--- src/rtl/keypad_pkg.sv ---
// Shared types and helpers for the 4x4 keypad scanner.
// Used by keypad_col_sync and keypad_scan_debounce.
package keypad_pkg;

    localparam int KP_ROWS = 4;
    localparam int KP_COLS = 4;

    typedef enum logic [1:0] {
        SCAN,
        DEBOUNCE,
        PRESSED
    } kp_state_t;

    typedef struct packed {
        logic       valid;
        logic [1:0] col;
    } kp_hit_t;

    // Exactly one low column is a key; none or several (ghost) is idle.
    function automatic kp_hit_t kp_col_hit(
        input logic [KP_COLS-1:0] cols_n
    );
        kp_hit_t h;
        h = '0;
        unique case (cols_n)
            4'b1110: h = '{valid: 1'b1, col: 2'd0};
            4'b1101: h = '{valid: 1'b1, col: 2'd1};
            4'b1011: h = '{valid: 1'b1, col: 2'd2};
            4'b0111: h = '{valid: 1'b1, col: 2'd3};
            default: h = '0;
        endcase
        return h;
    endfunction

    // Printed legend of each key position, for the SSD digit path.
    function automatic logic [3:0] kp_legend(
        input logic [3:0] code
    );
        logic [3:0] l;
        l = 4'h0;
        unique case (code)
            4'd0:    l = 4'h1;
            4'd1:    l = 4'h2;
            4'd2:    l = 4'h3;
            4'd3:    l = 4'hA;
            4'd4:    l = 4'h4;
            4'd5:    l = 4'h5;
            4'd6:    l = 4'h6;
            4'd7:    l = 4'hB;
            4'd8:    l = 4'h7;
            4'd9:    l = 4'h8;
            4'd10:   l = 4'h9;
            4'd11:   l = 4'hC;
            4'd12:   l = 4'hE;
            4'd13:   l = 4'h0;
            4'd14:   l = 4'hF;
            default: l = 4'hD;
        endcase
        return l;
    endfunction

endpackage

--- src/rtl/keypad_col_sync.sv ---
// Two-flop synchronizer for the active-low keypad columns.
// Resets to all-released so no phantom key appears after rst.
module keypad_col_sync
    import keypad_pkg::*;
(
    input  logic               clk,
    input  logic               rst,
    input  logic [KP_COLS-1:0] col_n_i,
    output logic [KP_COLS-1:0] col_n_o
);

    logic [KP_COLS-1:0] meta_q;
    logic [KP_COLS-1:0] sync_q;

    always_ff @(posedge clk or posedge rst) begin
        if (rst) begin
            meta_q <= '1;
            sync_q <= '1;
        end else begin
            meta_q <= col_n_i;
            sync_q <= meta_q;
        end
    end

    assign col_n_o = sync_q;

endmodule

--- src/rtl/keypad_scan_debounce.sv ---
// 4x4 keypad row scanner with tick-based press/release debounce.
// Optional auto-repeat while held: define KEY_REPEAT_EN.
module keypad_scan_debounce
    import keypad_pkg::*;
#(
    parameter int DEBOUNCE_TICKS     = 2,
    parameter int REPEAT_DELAY_TICKS = 13,
    parameter int REPEAT_RATE_TICKS  = 5
) (
    input  logic                clk,
    input  logic                rst,
    input  logic                tick,
    input  logic [KP_COLS-1:0]  col_n,
    output logic [KP_ROWS-1:0]  row_n,
    output logic [3:0]          key_code,
    output logic                key_valid,
    output logic                key_held
);

    localparam int MAXP_A =
        (DEBOUNCE_TICKS > REPEAT_DELAY_TICKS) ?
        DEBOUNCE_TICKS : REPEAT_DELAY_TICKS;
    localparam int MAXP =
        (MAXP_A > REPEAT_RATE_TICKS) ?
        MAXP_A : REPEAT_RATE_TICKS;
    localparam int CW = $clog2(MAXP + 1);

    localparam logic [CW-1:0] DB_C  = CW'(DEBOUNCE_TICKS);
    localparam logic [CW-1:0] ONE_C = CW'(1);

    logic [KP_COLS-1:0] col_s;
    kp_hit_t            hit;
    logic [3:0]         samp_code;
    logic               all_up;

    kp_state_t          state_q, state_d;
    logic [1:0]         row_idx_q, row_idx_d;
    logic [KP_ROWS-1:0] row_n_q, row_n_d;
    logic [3:0]         cand_q, cand_d;
    logic [CW-1:0]      cnt_q, cnt_d;
    logic [CW-1:0]      cnt_inc;
    logic [3:0]         code_q, code_d;
    logic               valid_q, valid_d;
    logic               held_q, held_d;
    logic               accept;

`ifdef KEY_REPEAT_EN
    localparam logic [CW-1:0] RD_C = CW'(REPEAT_DELAY_TICKS);
    localparam logic [CW-1:0] RR_C = CW'(REPEAT_RATE_TICKS);

    logic [CW-1:0] rep_q, rep_d;
    logic [CW-1:0] rep_inc;
    logic          rep_arm_q, rep_arm_d;

    assign rep_inc = (rep_q == '1) ? rep_q : rep_q + ONE_C;
`endif

    keypad_col_sync u_sync (
        .clk     (clk),
        .rst     (rst),
        .col_n_i (col_n),
        .col_n_o (col_s)
    );

    assign hit       = kp_col_hit(col_s);
    assign samp_code = {row_idx_q, hit.col};
    assign all_up    = (col_s == '1);
    assign cnt_inc   = (cnt_q == '1) ? cnt_q : cnt_q + ONE_C;

    always_comb begin
        state_d   = state_q;
        row_idx_d = row_idx_q;
        cand_d    = cand_q;
        cnt_d     = cnt_q;
        code_d    = code_q;
        valid_d   = 1'b0;
        held_d    = held_q;
        accept    = 1'b0;
`ifdef KEY_REPEAT_EN
        rep_d     = rep_q;
        rep_arm_d = rep_arm_q;
`endif
        if (tick) begin
            unique case (state_q)
                SCAN: begin
                    if (hit.valid) begin
                        cand_d  = samp_code;
                        cnt_d   = ONE_C;
                        state_d = DEBOUNCE;
                        accept  = (ONE_C >= DB_C);
                    end else begin
                        row_idx_d = row_idx_q + 2'd1;
                    end
                end
                DEBOUNCE: begin
                    if (hit.valid && samp_code == cand_q) begin
                        cnt_d  = cnt_inc;
                        accept = (cnt_inc >= DB_C);
                    end else begin
                        state_d   = SCAN;
                        cnt_d     = '0;
                        row_idx_d = row_idx_q + 2'd1;
                    end
                end
                PRESSED: begin
                    if (all_up) begin
                        cnt_d = cnt_inc;
                        if (cnt_inc >= DB_C) begin
                            held_d    = 1'b0;
                            cnt_d     = '0;
                            state_d   = SCAN;
                            row_idx_d = row_idx_q + 2'd1;
                        end
                    end else begin
                        cnt_d = '0;
`ifdef KEY_REPEAT_EN
                        rep_d = rep_inc;
                        if ((!rep_arm_q && rep_inc >= RD_C) ||
                            (rep_arm_q && rep_inc >= RR_C)) begin
                            valid_d   = 1'b1;
                            rep_d     = '0;
                            rep_arm_d = 1'b1;
                        end
`endif
                    end
                end
                default: begin
                    state_d = SCAN;
                    cnt_d   = '0;
                end
            endcase
        end
        // Entering PRESSED reuses cnt as the release counter.
        if (accept) begin
            state_d = PRESSED;
            code_d  = samp_code;
            valid_d = 1'b1;
            held_d  = 1'b1;
            cnt_d   = '0;
`ifdef KEY_REPEAT_EN
            rep_d     = '0;
            rep_arm_d = 1'b0;
`endif
        end
        row_n_d = ~(4'b0001 << row_idx_d);
    end

    always_ff @(posedge clk or posedge rst) begin
        if (rst) begin
            state_q   <= SCAN;
            row_idx_q <= 2'd0;
            row_n_q   <= 4'b1110;
            cand_q    <= 4'h0;
            cnt_q     <= '0;
            code_q    <= 4'h0;
            valid_q   <= 1'b0;
            held_q    <= 1'b0;
        end else begin
            state_q   <= state_d;
            row_idx_q <= row_idx_d;
            row_n_q   <= row_n_d;
            cand_q    <= cand_d;
            cnt_q     <= cnt_d;
            code_q    <= code_d;
            valid_q   <= valid_d;
            held_q    <= held_d;
        end
    end

`ifdef KEY_REPEAT_EN
    always_ff @(posedge clk or posedge rst) begin
        if (rst) begin
            rep_q     <= '0;
            rep_arm_q <= 1'b0;
        end else begin
            rep_q     <= rep_d;
            rep_arm_q <= rep_arm_d;
        end
    end
`endif

    assign row_n     = row_n_q;
    assign key_code  = code_q;
    assign key_valid = valid_q;
    assign key_held  = held_q;

endmodule

--- config.mk ---
export PLATFORM = sky130hd
export DESIGN_NAME = keypad_scan_debounce
export DESIGN_NICKNAME = d
export VERILOG_FILES = /design/src/rtl/keypad_pkg.sv /design/src/rtl/keypad_col_sync.sv /design/src/rtl/keypad_scan_debounce.sv
export SDC_FILE = /design/constraint.sdc
export NUM_CORES = 1
export LEC_CHECK = 0
export CELL_PAD_IN_SITES_DETAIL_PLACEMENT = 0
export CELL_PAD_IN_SITES_GLOBAL_PLACEMENT = 1
export CORE_MARGIN = 5
export CORE_UTILIZATION = 46
export CTS_CLUSTER_SIZE = 25
export DETAILED_ROUTE_END_ITERATION = 12
export PLACE_DENSITY = 0.81
export RECOVER_POWER = 50
export SYNTH_ARGS = -nofsm -noshare
export SYNTH_HDL_FRONTEND = slang
export SYNTH_HIERARCHICAL = 1
export SYNTH_SLANG_ARGS = --single-unit
export TNS_END_PERCENT = 1
--- constraint.sdc ---
create_clock -name clk -period 7 [get_ports clk]
set_clock_uncertainty 0.05 [all_clocks]
set_input_delay 0.7 -clock clk [delete_from_list [all_inputs] [get_ports clk]]
set_output_delay 0.7 -clock clk [all_outputs]
set_load 0.05 [all_outputs]
# == Word level (Yosys, flattened, before mapping) ==
# Cells that the tools add are included.
# Widths: inputs -> output; s select.
# classes
addsub,2
magnitude_cmp,1
n_eq_ne,13
shifts,1
muxes,31
n_bitwise,1
reduce_logical,10
# op_table
operator,count
$mux 4,7
$mux 2,11
$eq 4x4->1 const B,5
$ne 3x3->1 const B,4
$pmux 2 s3,2
$pmux 3 s4,1
$pmux 4 s3,1
$mux 1,9
$reduce_bool 2->1,4
$reduce_and 5->1,1
$add 4x1->4 const B,1
$eq 4x3->1 const B,1
$eq 4x4->1,1
$ge 4x2->1 const B,1
$not 4->4,1
$reduce_and 4->1,1
$shl 1x2->4 const A,1
$reduce_and 3->1,1
$add 2x1->2 const B,1
$eq 2x1->1 const B,1
$eq 2x2->1 const B,1
$logic_not 2->1,1
$reduce_and 2->1,1
$logic_and 1x1->1,1
# word_totals
ff_bits,30
output_inout_bits,10

# == Depth between registers and ports, before layout ==
# depth
word_depth,9
mapped_depth,9
ltp_nobuf,9

# == By module ==
# Netlist, hierarchy kept.
# by_module_without_submodules
module,n_inst,cells_per_inst,area_each_um2,seq_area_each_um2
keypad_scan_debounce,1,111,1189.9,554.3
keypad_col_sync,1,9,214.0,210.2

# == Worst setup path before layout ==
# No wires, ideal clock.
# synth_path
path_type,register -> register
startpoint,"register u_sync.sync_q[1], in the netlist u_sync/col_n_o[1]"
endpoint,"register code_q[0], in the netlist key_code[0]"
setup_time_ns,0.125
arrival_ns,2.056
required_time_ns,6.825
path_slack_ns,4.770
path_stages_with_launch,7
n_path_buf,0
synth_period_minus_slack_ns,2.230
path_cell_list,dfstp_2 -> or3b_1 -> a21oi_1 -> a211oi_1 -> nor4_4 -> nor3b_4 -> mux2_2
# synth_between
elab_chain_len,7
elab_cells_between_ends,10
# synth_lines
item,line_no,text
from (decl),keypad_col_sync.sv:13,logic [KP_COLS-1:0] sync_q;
from (signal assigned),keypad_col_sync.sv:21,sync_q <= meta_q;
$eq 4x3->1 or $eq 4x4->1 (tied branches),keypad_pkg.sv:25,unique case (cols_n)
$pmux 3 s4 *,keypad_pkg.sv:25,
$eq 4x4->1,keypad_scan_debounce.sv:96,if (hit.valid && samp_code == cand_q) begin
$logic_and 1x1->1 *,keypad_scan_debounce.sv:96,
$mux 1 *,keypad_scan_debounce.sv:96,
$mux 1 *,n/a,
$mux 1 *,keypad_scan_debounce.sv:83,if (tick) begin
via accept,keypad_scan_debounce.sv:45,logic accept;
to (signal assigned),keypad_scan_debounce.sv:164,code_q <= code_d;
to (decl),keypad_scan_debounce.sv:42,"logic [3:0] code_q, code_d;"
# Mark *: on every way through the listed nets, which the timed path passes. The rest lies on a longest branch.
# A chain may end at the register's enable or synchronous reset.

# == Final worst setup path ==
# layout_path
startpoint,"register u_sync.sync_q[1], in the netlist u_sync/col_n_o[1]"
endpoint,"register code_q[3], in the netlist key_code[3]"
# The elaborated chain is that of the path after synthesis.

==> run summary <==
CTS
---------------------------------------------------------------------------------------
Clock-pin slew of the registers on the worst-case setup and hold paths          0.09 ns
Total clock sinks                                                                    30
Clock tree root buffer cell                                                    clkbuf_4
Clk_lat worst skew                                                              0.32 ns
TritonCTS clock tree                                                              built
Post_cts resized                                                                      0
Number of CTS-inserted buffers                                                        5
Post-CTS Setup Repair Bufs                                                            0
Longest Clk Path Bufs                                                                 2
Post-cts hold buffer count                                                            0
Depth of the CTS H-tree                                                               2

SYNTHESIS
---------------------------------------------------------------------------------------
Part of the Yosys area used for sequential elements                               54.5%
Number of enable flip-flop cells after synthesis                                      0
Synth cell types                                                                     43
Synthesized area per cell                                                    11.7 sq um
Post-synthesis instance total                                                       120
Most frequently used flop master after synthesis                                dfrtp_1
Synthesized Nets                                                                    128
Post-synthesis register bit count                                                    30
Number of warnings issued by yosys                                                    6
Share of synthesized registers carrying an async set or reset                      100%
Synthesized cell area                                                        1400 sq um

POWER
---------------------------------------------------------------------------------------
Switching share of power                                                          35.5%
Net switching component of the power                                             195 uW
PD cells                                                                    335 nW/um^2
Worst ir drop on vdd                                                           0.188 mV
Total internal power                                                             355 uW
Fraction of power consumed by sequential logic                                    43.7%
Power share of the clock group                                                    24.5%
Static leakage power                                                           0.726 nW
Gate power share                                                                  31.9%

STA
---------------------------------------------------------------------------------------
Setup TNS Final                                                                    0 ns
Worst rel slew slack                                                              45.5%
Max Fclk                                                                        401 MHz
Hold violation total from the final report                                            0
Count of endpoints failing setup in the final report                                  0
Max-slew violation total from the final report                                        0
Final worst path period share                                                     35.6%
Unrepaired setup endpoints after global routing                                   false
Period minus WS final                                                           2.49 ns
Actual slew at the worst max-slew pin                                          0.817 ns

DIE
---------------------------------------------------------------------------------------
I/O pin cnt                                                                          17
Num rows                                                                             20
Starting utilization of the core area                                             47.1%
Height of the chip                                                         65.2 microns
Die Span X                                                                 65.2 microns
Placeable core region                                                        2980 sq um
Die Area                                                                     4260 sq um

FINAL LAYOUT
---------------------------------------------------------------------------------------
# fillers                                                                           259
Synthesis-to-finish area growth                                                   16.8%
Most common library cell in the layout ignoring fill and taps                   dfrtp_1
Post-layout net count                                                               147
Layout cells sized above 1                                                        20.7%
Leading cell types in the layout, fill and taps excluded                   dfrtp_1, nand2_1, clkdlybuf4s50_1, dfstp_2, mux2_2
Final cell utilization of the core                                                55.1%
Diodes inserted                                                                       0

ROUTING
---------------------------------------------------------------------------------------
Via count                                                                           948
Routed wirelength normalized by instance count                             13.8 microns
Number of violations reported at the end of detailed-routing iteration 0             37
DRC violations left                                                                   0
Length of routed wiring on met1                                            1080 microns
Number of detailed-route iterations in the first pass                                 4
Total length of routed met3 wires                                           130 microns
Metal2 WL                                                                  1140 microns
Wirelength, routed                                                         2390 microns
Post-route ant nets                                                                   0
Uppermost routed layer                                                             met4
Mean number of vias per cell                                                       5.48

GLOBAL ROUTING
---------------------------------------------------------------------------------------
Total gr overflow                                                                     0
Wire length of the first global-routing pass                               4410 microns
Gr usage total                                                                    13.7%
Maximum number of pins on one net before global-route repair                         23
Via count of the first global-routing pass                                          948
Number of antenna violations at the first check in global routing                     0

PLACE
---------------------------------------------------------------------------------------
HPWL Detailed                                                              1770 microns
IO buf count                                                                         16
Routability cong.                                                                 0.772

SETUP PATH
---------------------------------------------------------------------------------------
Startpoint type of the worst setup path                                        register
WP data required                                                                7.16 ns
Arrival time at the worst endpoint                                              2.66 ns
Critical path start-end classification                                       reg -> reg
Slack of the worst reg-to-reg path                                              4.51 ns
Highest net fanout along the worst path                                               8
Endpoint class of the critical path                                            register

OUTCOME
---------------------------------------------------------------------------------------
Outcome                                                                    finished, final reports clean

JOB
---------------------------------------------------------------------------------------
Number of maximum-capacitance constraint violations                                   0

WORST HOLD PATH
---------------------------------------------------------------------------------------
Path class of the lowest-slack min-delay path                                reg -> reg

## power groups by stage
stage	combinational (mW)	clock (mW)	sequential, mW
after floorplan	0.106	0	0.276
after global placement	0.176	0	0.242
after detailed placement	0.177	0	0.244
after CTS	0.178	0.139	0.241
after global routing	0.193	0.150	0.245
final	0.175	0.135	0.240
## area by class of cell
cell class                      instances  area (sq um)  share of cell area, %
Sequential cell                        30           764                   46.6
Multi-Input combinational cell         81           577                   35.2
Timing Repair Buffer                   16           160                   9.76
Clock buffer                            6          41.3                   2.52
Tap cell                               33          41.3                   2.52
Clock inverter                          2          37.5                   2.29
Inverter                                5          18.8                   1.14
## logic make-up after synthesis
kind of cell | Yosys count | synth area share, %
XOR/XNOR | 9 | 5.61
flip-flops | 30 | 54.5
buffers and inverters | 9 | 4.46
AND/OR/NAND/NOR | 48 | 20.8
multiplexers | 8 | 6.33
AO/OA/AOI/OAI | 15 | 7.49
adder cells (fa/ha/maj) | 1 | 0.891
## cells in the mapped netlist (2+ instances only)
cell type	number	area share, %
mux2_2	7	5.6
dfrtp_1	19	34
inv_1	5	1.3
and2_1	4	1.8
nor2_1	5	1.3
a21oi_1	3	1.1
xor2_1	5	3.1
nor3b_1	3	1.6
nand3b_1	2	1.1
dfstp_2	11	21
nand4_1	2	0.89
xnor2_1	4	2.5
o21ai_0	2	0.71
a21o_1	2	1.1
nand2_1	16	4.3
nor3_1	3	1.1
## state kept, by name (all words and copies together), names as in the netlist
signal	count
key_valid	1
key_held	1
cnt_q	4
row_n	4
u_sync/col_n_o	4
cand_q	4
state_q	2
key_code	4
u_sync/meta_q	4
row_idx_q	2
## routing by layer
metal / vias to the layer above / global-route usage (%)
met5: - / 0
met4: 0 / 5.44
met3: 5 / 5.64
met2: 18 / 20.7
met1: 467 / 17.4
li1: 458 / -
## worst paths after layout
kind / startpoint / end / cells after the start
worst max-delay path: u_sync/col_n_o[1] / key_code[3] / 6
worst min-delay path: u_sync/meta_q[0] / u_sync/col_n_o[0] / 0
worst max register to register: u_sync/col_n_o[1] / key_code[3] / 6
worst min register to register: u_sync/meta_q[0] / u_sync/col_n_o[0] / 0
max in group asynchronous: rst / cand_q[0] / 2
min in group asynchronous: rst / row_idx_q[1] / 2
## per-stage QoR
stage | hold WS, ns | worst slack [ns] | total power, mW | std cells | area, sq um
3_5_place_dp | 0.298 | 4.41 | 0.421 | 165 | 1560
3_3_place_gp | 0.296 | 4.44 | 0.418 | 165 | 1560
2_1_floorplan | 0.295 | 4.77 | 0.382 | 120 | 1400
6_report | 0.313 | 4.51 | 0.550 | 173 | 1640
5_1_grt | 0.317 | 4.33 | 0.589 | 173 | 1640
4_1_cts | 0.314 | 4.48 | 0.557 | 173 | 1640
## worst max-delay path: stages, from the launching register on
cell and delay [ns]:
dfstp_2 0.58, or3b_1 0.35, a21oi_1 0.17, a211oi_1 0.09, nor4_4 0.29, nor3b_4 0.47, mux2_2 0.39
Power figures use the tool's default switching activity.
